`config.mk`:
```
export PLATFORM = sky130hd
export DESIGN_NAME = alu_muldiv_param_flat
export DESIGN_NICKNAME = d
export VERILOG_FILES = /design/src/rtl/alu_muldiv_param_if.sv /design/src/rtl/alu_muldiv_param.sv /design/src/flat_wrapper.sv
export SDC_FILE = /design/constraint.sdc
export NUM_CORES = 1
export LEC_CHECK = 0
export ABC_CLOCK_PERIOD_IN_PS = 4100
export CAP_MARGIN = 20
export CORE_MARGIN = 2
export CORE_UTILIZATION = 40
export CTS_CLUSTER_SIZE = 14
export DETAILED_ROUTE_END_ITERATION = 10
export PLACE_DENSITY = 0.55
export SYNTH_ARGS = -nofsm -noshare
export SYNTH_HDL_FRONTEND = slang
export SYNTH_SLANG_ARGS = --single-unit
export TNS_END_PERCENT = 20
```
`constraint.sdc`:
```
create_clock -name clk -period 4.1 [get_ports clk]
set_input_delay 0.41 -clock clk [delete_from_list [all_inputs] [get_ports clk]]
set_output_delay 0.41 -clock clk [all_outputs]
set_load 0.005 [all_outputs]
```
`src/rtl/alu_muldiv_param_if.sv`:
```
// Handshake and data bundle between the execute-stage controller and alu_muldiv_param.
// Carries no logic, so it adds no latency of its own.
// The master drives the operands and in_valid and must hold them until in_ready is high.
// Ports:
//   master: drives Signal/dataA/dataB/in_valid; observes in_ready, Output, out_valid, busy, done
//   slave : the reverse view, used by the ALU
interface alu_muldiv_param_if #(
    parameter int WIDTH = 32
);
    logic [WIDTH-1:0] dataA;
    logic [WIDTH-1:0] dataB;
    logic [5:0]       Signal;
    logic             in_valid;
    logic             in_ready;
    logic [WIDTH-1:0] Output;
    logic             out_valid;
    logic             busy;
    logic             done;

    modport master (
        output dataA, dataB, Signal, in_valid,
        input  in_ready, Output, out_valid, busy, done
    );

    modport slave (
        input  dataA, dataB, Signal, in_valid,
        output in_ready, Output, out_valid, busy, done
    );
endinterface

```
`src/rtl/alu_muldiv_param.sv`:
```
// Execute-stage ALU: single-cycle AND/OR/ADD/SUB/SLT/SRL/MFHI/MFLO, iterative MULTU (and DIVU) into HI/LO.
// Latency: single-cycle ops are registered 1 cycle; MULTU/DIVU hold busy for WIDTH+1 cycles, then pulse done.
// Backpressure: in_ready = !busy; a held in_valid is accepted only in the first cycle with in_ready high.
// Ports: clk, reset (sync, active-low), bus (alu_muldiv_param_if.slave).
// Optional feature: define ALU_DIVU_EN to build the restoring divider (opcode 27, DIV state).
module alu_muldiv_param #(
    parameter int WIDTH = 32
) (
    input  logic                clk,
    input  logic                reset,
    alu_muldiv_param_if.slave   bus
);
    localparam int SHW = $clog2(WIDTH);
    localparam logic [SHW-1:0] CNT_LAST = SHW'(WIDTH - 1);

    localparam logic [5:0] OP_AND   = 6'd36;
    localparam logic [5:0] OP_OR    = 6'd37;
    localparam logic [5:0] OP_ADD   = 6'd32;
    localparam logic [5:0] OP_SUB   = 6'd34;
    localparam logic [5:0] OP_SLT   = 6'd42;
    localparam logic [5:0] OP_SRL   = 6'd2;
    localparam logic [5:0] OP_MULTU = 6'd25;
`ifdef ALU_DIVU_EN
    localparam logic [5:0] OP_DIVU  = 6'd27;
`endif
    localparam logic [5:0] OP_MFHI  = 6'd16;
    localparam logic [5:0] OP_MFLO  = 6'd18;

    typedef enum logic [1:0] {
        IDLE,
        MUL,
`ifdef ALU_DIVU_EN
        DIV,
`endif
        FIN
    } state_t;

    state_t           state_q, state_d;
    logic [SHW-1:0]   cnt_q, cnt_d;
    // Shared working pair: product {hi,lo} for MULTU, {remainder,quotient} for DIVU.
    logic [WIDTH-1:0] wrk_hi_q, wrk_hi_d;
    logic [WIDTH-1:0] wrk_lo_q, wrk_lo_d;
    logic [WIDTH-1:0] opb_q, opb_d;
    logic [WIDTH-1:0] hi_q, hi_d;
    logic [WIDTH-1:0] lo_q, lo_d;
    logic [WIDTH-1:0] out_q, out_d;
    logic             out_vld_q, out_vld_d;
    logic             done_q, done_d;

    logic             accept;
    logic [WIDTH-1:0] alu_res;
    logic [WIDTH:0]   mul_sum;
`ifdef ALU_DIVU_EN
    logic [WIDTH:0]   div_shift;
    logic [WIDTH:0]   div_diff;
    logic             div_ge;
`endif

    // Single-cycle result; unknown opcodes (and DIVU when not built) read as zero.
    always_comb begin
        alu_res = '0;
        case (bus.Signal)
            OP_AND:  alu_res = bus.dataA & bus.dataB;
            OP_OR:   alu_res = bus.dataA | bus.dataB;
            OP_ADD:  alu_res = bus.dataA + bus.dataB;
            OP_SUB:  alu_res = bus.dataA - bus.dataB;
            OP_SLT:  alu_res = {{(WIDTH-1){1'b0}}, ($signed(bus.dataA) < $signed(bus.dataB))};
            OP_SRL:  alu_res = bus.dataA >> bus.dataB[SHW-1:0];
            OP_MFHI: alu_res = hi_q;
            OP_MFLO: alu_res = lo_q;
            default: alu_res = '0;
        endcase
    end

    always_comb begin
        state_d   = state_q;
        cnt_d     = cnt_q;
        wrk_hi_d  = wrk_hi_q;
        wrk_lo_d  = wrk_lo_q;
        opb_d     = opb_q;
        hi_d      = hi_q;
        lo_d      = lo_q;
        out_d     = out_q;
        out_vld_d = 1'b0;
        done_d    = 1'b0;
        accept    = bus.in_valid && (state_q == IDLE);

        // Shift-add step: add multiplicand when the multiplier LSB is set, then shift {carry,hi,lo} right.
        mul_sum   = {1'b0, wrk_hi_q} + (wrk_lo_q[0] ? {1'b0, opb_q} : '0);
`ifdef ALU_DIVU_EN
        // Restoring step: bring the next dividend bit into the remainder, subtract if it fits.
        // With a zero divisor every step "fits", giving quotient all ones and remainder = dividend.
        div_shift = {wrk_hi_q, wrk_lo_q[WIDTH-1]};
        div_ge    = div_shift >= {1'b0, opb_q};
        div_diff  = div_shift - {1'b0, opb_q};
`endif

        case (state_q)
            IDLE: begin
                if (accept) begin
                    if (bus.Signal == OP_MULTU) begin
                        state_d  = MUL;
                        cnt_d    = '0;
                        wrk_hi_d = '0;
                        wrk_lo_d = bus.dataA;
                        opb_d    = bus.dataB;
`ifdef ALU_DIVU_EN
                    end else if (bus.Signal == OP_DIVU) begin
                        state_d  = DIV;
                        cnt_d    = '0;
                        wrk_hi_d = '0;
                        wrk_lo_d = bus.dataA;
                        opb_d    = bus.dataB;
`endif
                    end else begin
                        out_d     = alu_res;
                        out_vld_d = 1'b1;
                    end
                end
            end
            MUL: begin
                {wrk_hi_d, wrk_lo_d} = {mul_sum, wrk_lo_q[WIDTH-1:1]};
                cnt_d = cnt_q + SHW'(1);
                if (cnt_q == CNT_LAST) state_d = FIN;
            end
`ifdef ALU_DIVU_EN
            DIV: begin
                wrk_hi_d = div_ge ? div_diff[WIDTH-1:0] : div_shift[WIDTH-1:0];
                wrk_lo_d = {wrk_lo_q[WIDTH-2:0], div_ge};
                cnt_d    = cnt_q + SHW'(1);
                if (cnt_q == CNT_LAST) state_d = FIN;
            end
`endif
            FIN: begin
                hi_d    = wrk_hi_q;
                lo_d    = wrk_lo_q;
                done_d  = 1'b1;
                state_d = IDLE;
            end
            default: state_d = IDLE;
        endcase
    end

    always_ff @(posedge clk) begin
        if (!reset) begin
            state_q   <= IDLE;
            cnt_q     <= '0;
            wrk_hi_q  <= '0;
            wrk_lo_q  <= '0;
            opb_q     <= '0;
            hi_q      <= '0;
            lo_q      <= '0;
            out_q     <= '0;
            out_vld_q <= 1'b0;
            done_q    <= 1'b0;
        end else begin
            state_q   <= state_d;
            cnt_q     <= cnt_d;
            wrk_hi_q  <= wrk_hi_d;
            wrk_lo_q  <= wrk_lo_d;
            opb_q     <= opb_d;
            hi_q      <= hi_d;
            lo_q      <= lo_d;
            out_q     <= out_d;
            out_vld_q <= out_vld_d;
            done_q    <= done_d;
        end
    end

    assign bus.in_ready  = (state_q == IDLE);
    assign bus.busy      = (state_q != IDLE);
    assign bus.Output    = out_q;
    assign bus.out_valid = out_vld_q;
    assign bus.done      = done_q;
endmodule

```
`src/flat_wrapper.sv`:
```
// flat-port wrapper written by rule: the top's interface ports become plain ports
module alu_muldiv_param_flat 
#(
    parameter int WIDTH = 32
)
  (clk, reset, bus_dataA, bus_dataB, bus_Signal, bus_in_valid, bus_in_ready, bus_Output, bus_out_valid, bus_busy, bus_done);
  alu_muldiv_param_if #(.WIDTH(WIDTH)) bus_i ();
  input  logic clk;
  input  logic reset;
  input wire logic [$bits(bus_i.dataA)-1:0] bus_dataA;
  input wire logic [$bits(bus_i.dataB)-1:0] bus_dataB;
  input wire logic [$bits(bus_i.Signal)-1:0] bus_Signal;
  input wire logic [$bits(bus_i.in_valid)-1:0] bus_in_valid;
  output wire logic [$bits(bus_i.in_ready)-1:0] bus_in_ready;
  output wire logic [$bits(bus_i.Output)-1:0] bus_Output;
  output wire logic [$bits(bus_i.out_valid)-1:0] bus_out_valid;
  output wire logic [$bits(bus_i.busy)-1:0] bus_busy;
  output wire logic [$bits(bus_i.done)-1:0] bus_done;
  assign bus_i.dataA = bus_dataA;
  assign bus_i.dataB = bus_dataB;
  assign bus_i.Signal = bus_Signal;
  assign bus_i.in_valid = bus_in_valid;
  assign bus_in_ready = bus_i.in_ready;
  assign bus_Output = bus_i.Output;
  assign bus_out_valid = bus_i.out_valid;
  assign bus_busy = bus_i.busy;
  assign bus_done = bus_i.done;
  alu_muldiv_param #(.WIDTH(WIDTH)) u_core (.clk(clk), .reset(reset), .bus(bus_i));
endmodule
```
==> results by group <==
Outcome
  – Result of the run: complete, no violations

Synthesis
  – Number of distinct standard cells referenced by the synthesized netlist: 90
  – Number of synthesized register bits: 201
  – Average cell area after synthesis: 7.62 µm²
  – Post-synth EDFFs: 0
  – Gate Count Post-Synth: 2048
  – Total of warnings raised by yosys: 0
  – Synth top area cells: sky130_fd_sc_hd__dfxtp_1, sky130_fd_sc_hd__ha_1, sky130_fd_sc_hd__nand2_1
  – Most area-hungry cell type in the Yosys netlist: sky130_fd_sc_hd__dfxtp_1
  – Most frequent cell after synthesis: sky130_fd_sc_hd__nand2_1
  – Leading cell types by count after synthesis: sky130_fd_sc_hd__nand2_1, sky130_fd_sc_hd__dfxtp_1, sky130_fd_sc_hd__a21oi_1
  – Synthesized cell area: 0.0156 mm²
  – Top cell type's share of synthesized area: 25.8%
  – FFs w/ async S/R, synth: 0%
  – Post-synthesis sequential area ratio: 25.8%
  – Post-Syn Nets: 2258
  – Dominant synthesized flop cell: sky130_fd_sc_hd__dfxtp_1

GRT
  – Number of antenna violations at the first check in global routing: 0
  – Pin count of the biggest net entering global routing: 61
  – Number of global-route vias before repair: 15200
  – Wire length of the first global-routing pass: 96200 µm
  – GRT Total Usage: 30.8%
  – Congestion Overflow GR: 0

Clock network
  – Insertion delay to the later sink of the worst-skew pair: 560 ps
  – TritonCTS Buffers: 26
  – Clock sink count: 201
  – CTS Root Cell: sky130_fd_sc_hd__clkbuf_16
  – Clock tree from TritonCTS: yes
  – Maximum buffer depth of the clock tree: 3
  – Post-CTS Repair Setup Buffers: 0
  – Clock transition at the registers of the reported paths: 60 ps
  – Count of hold buffers inserted by post-cts repair: 0
  – Clock H-tree levels: 1
  – Post-CTS sizing: 0

Floorplan
  – Total number of placement rows: 72
  – Die Outline Area: 0.0406 mm²
  – Starting Density: 40.5%
  – DIE WIDTH: 202 µm
  – Io pins: 109
  – Placeable core region: 0.0386 mm²
  – DIE HEIGHT: 202 µm

Power and ir drop
  – Total power: 5.85 mW
  – Leak Pwr: 7.47 nW
  – Net switching power figure: 1.76 mW
  – Sequential fraction of design power: 33.7%
  – Combinational power share: 20.8%
  – Relative contribution of the clock network to total power: 45.4%
  – Power density normalized to cell area: 315 mW/mm²
  – Internal cell power: 4.09 mW
  – Net switching fraction of the power: 30.1%
  – Highest ir drop seen on vdd: 261 µV

Timing
  – Final hold vios: 0
  – Final worst path period share: 85.0%
  – Least-Margin Pin Slew: 1030 ps
  – Max Fclk: 287 MHz
  – Setup ws final: 616 ps
  – Unrepaired setup endpoints after global routing: false
  – Worst-case headroom to the max-slew limit: 30.7%
  – Final slew viol count: 0
  – Final period demand of the worst path: 3480 ps
  – Sum Neg Setup Slack: 0 ps
  – Setup violation total in the final timing report: 0
  – Post-route clock skew: 9.45 ps

Hold path
  – Number of cells on the worst hold path: 3
  – End point of the most critical hold path: u_core.cnt_q[2]
  – Startpoint of the worst hold path: reset
  – Worst hold-check path type: input pin to flop

Job
  – Max-cap violations: 0

Critical path
  – Crit Path Max Fanout: 32
  – Setup crit start kind: flop
  – Path type of the worst setup path: flop to flop
  – Max stage delay on crit path: 450 ps
  – CP Buf/Inv Count: 1
  – Worst R2R End: u_core.wrk_hi_q[29]
  – Family with the most delay on the worst path: compound AO/OA/AOI/OAI gates
  – Required time of the critical path: 4510 ps
  – Cell with the largest stage delay on the worst path: sky130_fd_sc_hd__fa_1
  – Setup slack on the worst flop-to-flop path: 620 ps
  – R2R Path Start: u_core.wrk_lo_q[0]
  – Data arrival at the endpoint of the critical path: 3900 ps
  – Cells traversed along the worst timing path: buf_4 > nand2_1 > fa_1 > nor2b_1 > o31a_1 > o311a_1 > a31oi_2 > o21a_1 > o21a_2 > o31a_1 > o31ai_1 > o31ai_1
  – Endpoint kind of the worst setup timing path: flop
  – Number of cells traversed by the worst register-to-register path: 12

Detailed routing
  – Iteration-0 DRC Markers: 1606
  – Total number of vias: 16100
  – Ratio of routed vias to standard cells: 6.00
  – Wire length per cell after detailed routing: 23.9 µm
  – Routed Wire Length: 64200 µm
  – Remaining antenna violation count: 0
  – DRT Pass-1 Iters: 8
  – DRC Markers: 0

Placed design
  – Post-placement worst setup slack: 221 ps
  – HPWL Detailed: 50100 µm
  – Final weighted congestion in routability-driven placement: 0.961
  – Inst Count DP: 2636
  – Port bufs: 108

Finish
  – Post-layout util: 48.1%
  – Non-filler instance count after layout: 2684
  – # diodes: 0
  – Synth-to-layout area growth: 18.8%
  – Share of cells above drive strength 1: 9.10%
  – Final Net Count: 2356
kinds of logic after synthesis:
family / count (synthesis) / synth area share, %
fa+ha+maj: 137 / 11.1
compound gates: 620 / 27.5
buf+inv: 261 / 6.48
xor+xnor: 53 / 2.97
mux: 72 / 5.91
flops: 201 / 25.8
simple gates: 704 / 20.3
per-layer routing:
metal	share of wire (%)	GRT usage (%)	vias to the layer above
met5	0	0	-
met4	2.3	7.30	0
met3	8.9	5.43	80
met2	42	45.8	719
met1	47	45.8	7738
li1	-	-	7570
power by group through the flow:
stage	sequential, mW	combinational (mW)	clock, mW
6_report	1.97	1.22	2.66
3_3_place_gp	2.01	1.19	0
3_5_place_dp	2.01	1.18	0
2_1_floorplan	2.01	0.685	0
5_1_grt	1.97	1.30	2.78
4_1_cts	1.97	1.18	2.69
flip-flops by register name, indices dropped and copies added, names as in the netlist:
signal                flops
u_core.bus.done           1
u_core.lo_q              32
u_core.wrk_lo_q          32
u_core.hi_q              32
u_core.cnt_q              5
u_core.wrk_hi_q          32
u_core.bus.Output        32
u_core.bus.out_valid      1
u_core.opb_q             32
u_core.state_q            2
worst max path at each step:
stage / cells after the start / endpoint / slack (ps) / start
finish: 12 / u_core.wrk_hi_q[29] / 620 / u_core.wrk_lo_q[0]
global route: 12 / u_core.wrk_hi_q[29] / 330 / u_core.wrk_lo_q[0]
CTS: 12 / u_core.wrk_hi_q[29] / 600 / u_core.wrk_lo_q[0]
detailed placement: 13 / u_core.bus.Output[24] / 220 / bus_dataA[0]
global placement: 13 / u_core.bus.Output[24] / 280 / bus_dataA[0]
floorplan: 13 / u_core.bus.Output[10] / 790 / bus_dataB[2]
stage by stage:
stage,instance area (µm²),hold WS (ps)
4_1_cts,18600,310
3_3_place_gp,17600,440
3_5_place_dp,17600,445
6_report,18600,326
5_1_grt,18600,338
2_1_floorplan,15600,432
worst reg2reg max path: stages, from the launching register on:
cell                      delay (ps)
sky130_fd_sc_hd__dfxtp_1         350
sky130_fd_sc_hd__buf_4           330
sky130_fd_sc_hd__nand2_1         170
sky130_fd_sc_hd__fa_1            450
sky130_fd_sc_hd__nor2b_1         170
sky130_fd_sc_hd__o31a_1          200
sky130_fd_sc_hd__o311a_1         280
sky130_fd_sc_hd__a31oi_2         170
sky130_fd_sc_hd__o21a_1          240
sky130_fd_sc_hd__o21a_2          250
sky130_fd_sc_hd__o31a_1          320
sky130_fd_sc_hd__o31ai_1         310
sky130_fd_sc_hd__o31ai_1         110
cell type report:
type,instances,area (µm²)
well taps,518,648
clock inverters,13,233
flip-flops and latches,201,4020
multi-input cells,1586,10600
repair buffers,204,1790
clock buffers,35,756
inverters,127,478
fillers,3990,20000
cell usage in the layout, fill, tap and decap left out, types with 54 or more instances in the layout:
| master | Yosys | final |
|---|---|---|
| sky130_fd_sc_hd__buf_4 | 2 | 95 |
| sky130_fd_sc_hd__clkdlybuf4s50_1 | 0 | 103 |
| sky130_fd_sc_hd__nand2_1 | 334 | 334 |
| sky130_fd_sc_hd__inv_1 | 125 | 124 |
| sky130_fd_sc_hd__mux2i_1 | 54 | 54 |
| sky130_fd_sc_hd__dfxtp_1 | 201 | 201 |
| sky130_fd_sc_hd__o21ai_0 | 104 | 104 |
| sky130_fd_sc_hd__a21oi_1 | 165 | 165 |
| sky130_fd_sc_hd__nor2_1 | 164 | 161 |
| sky130_fd_sc_hd__ha_1 | 134 | 134 |
(Power assumes the default switching activity.)
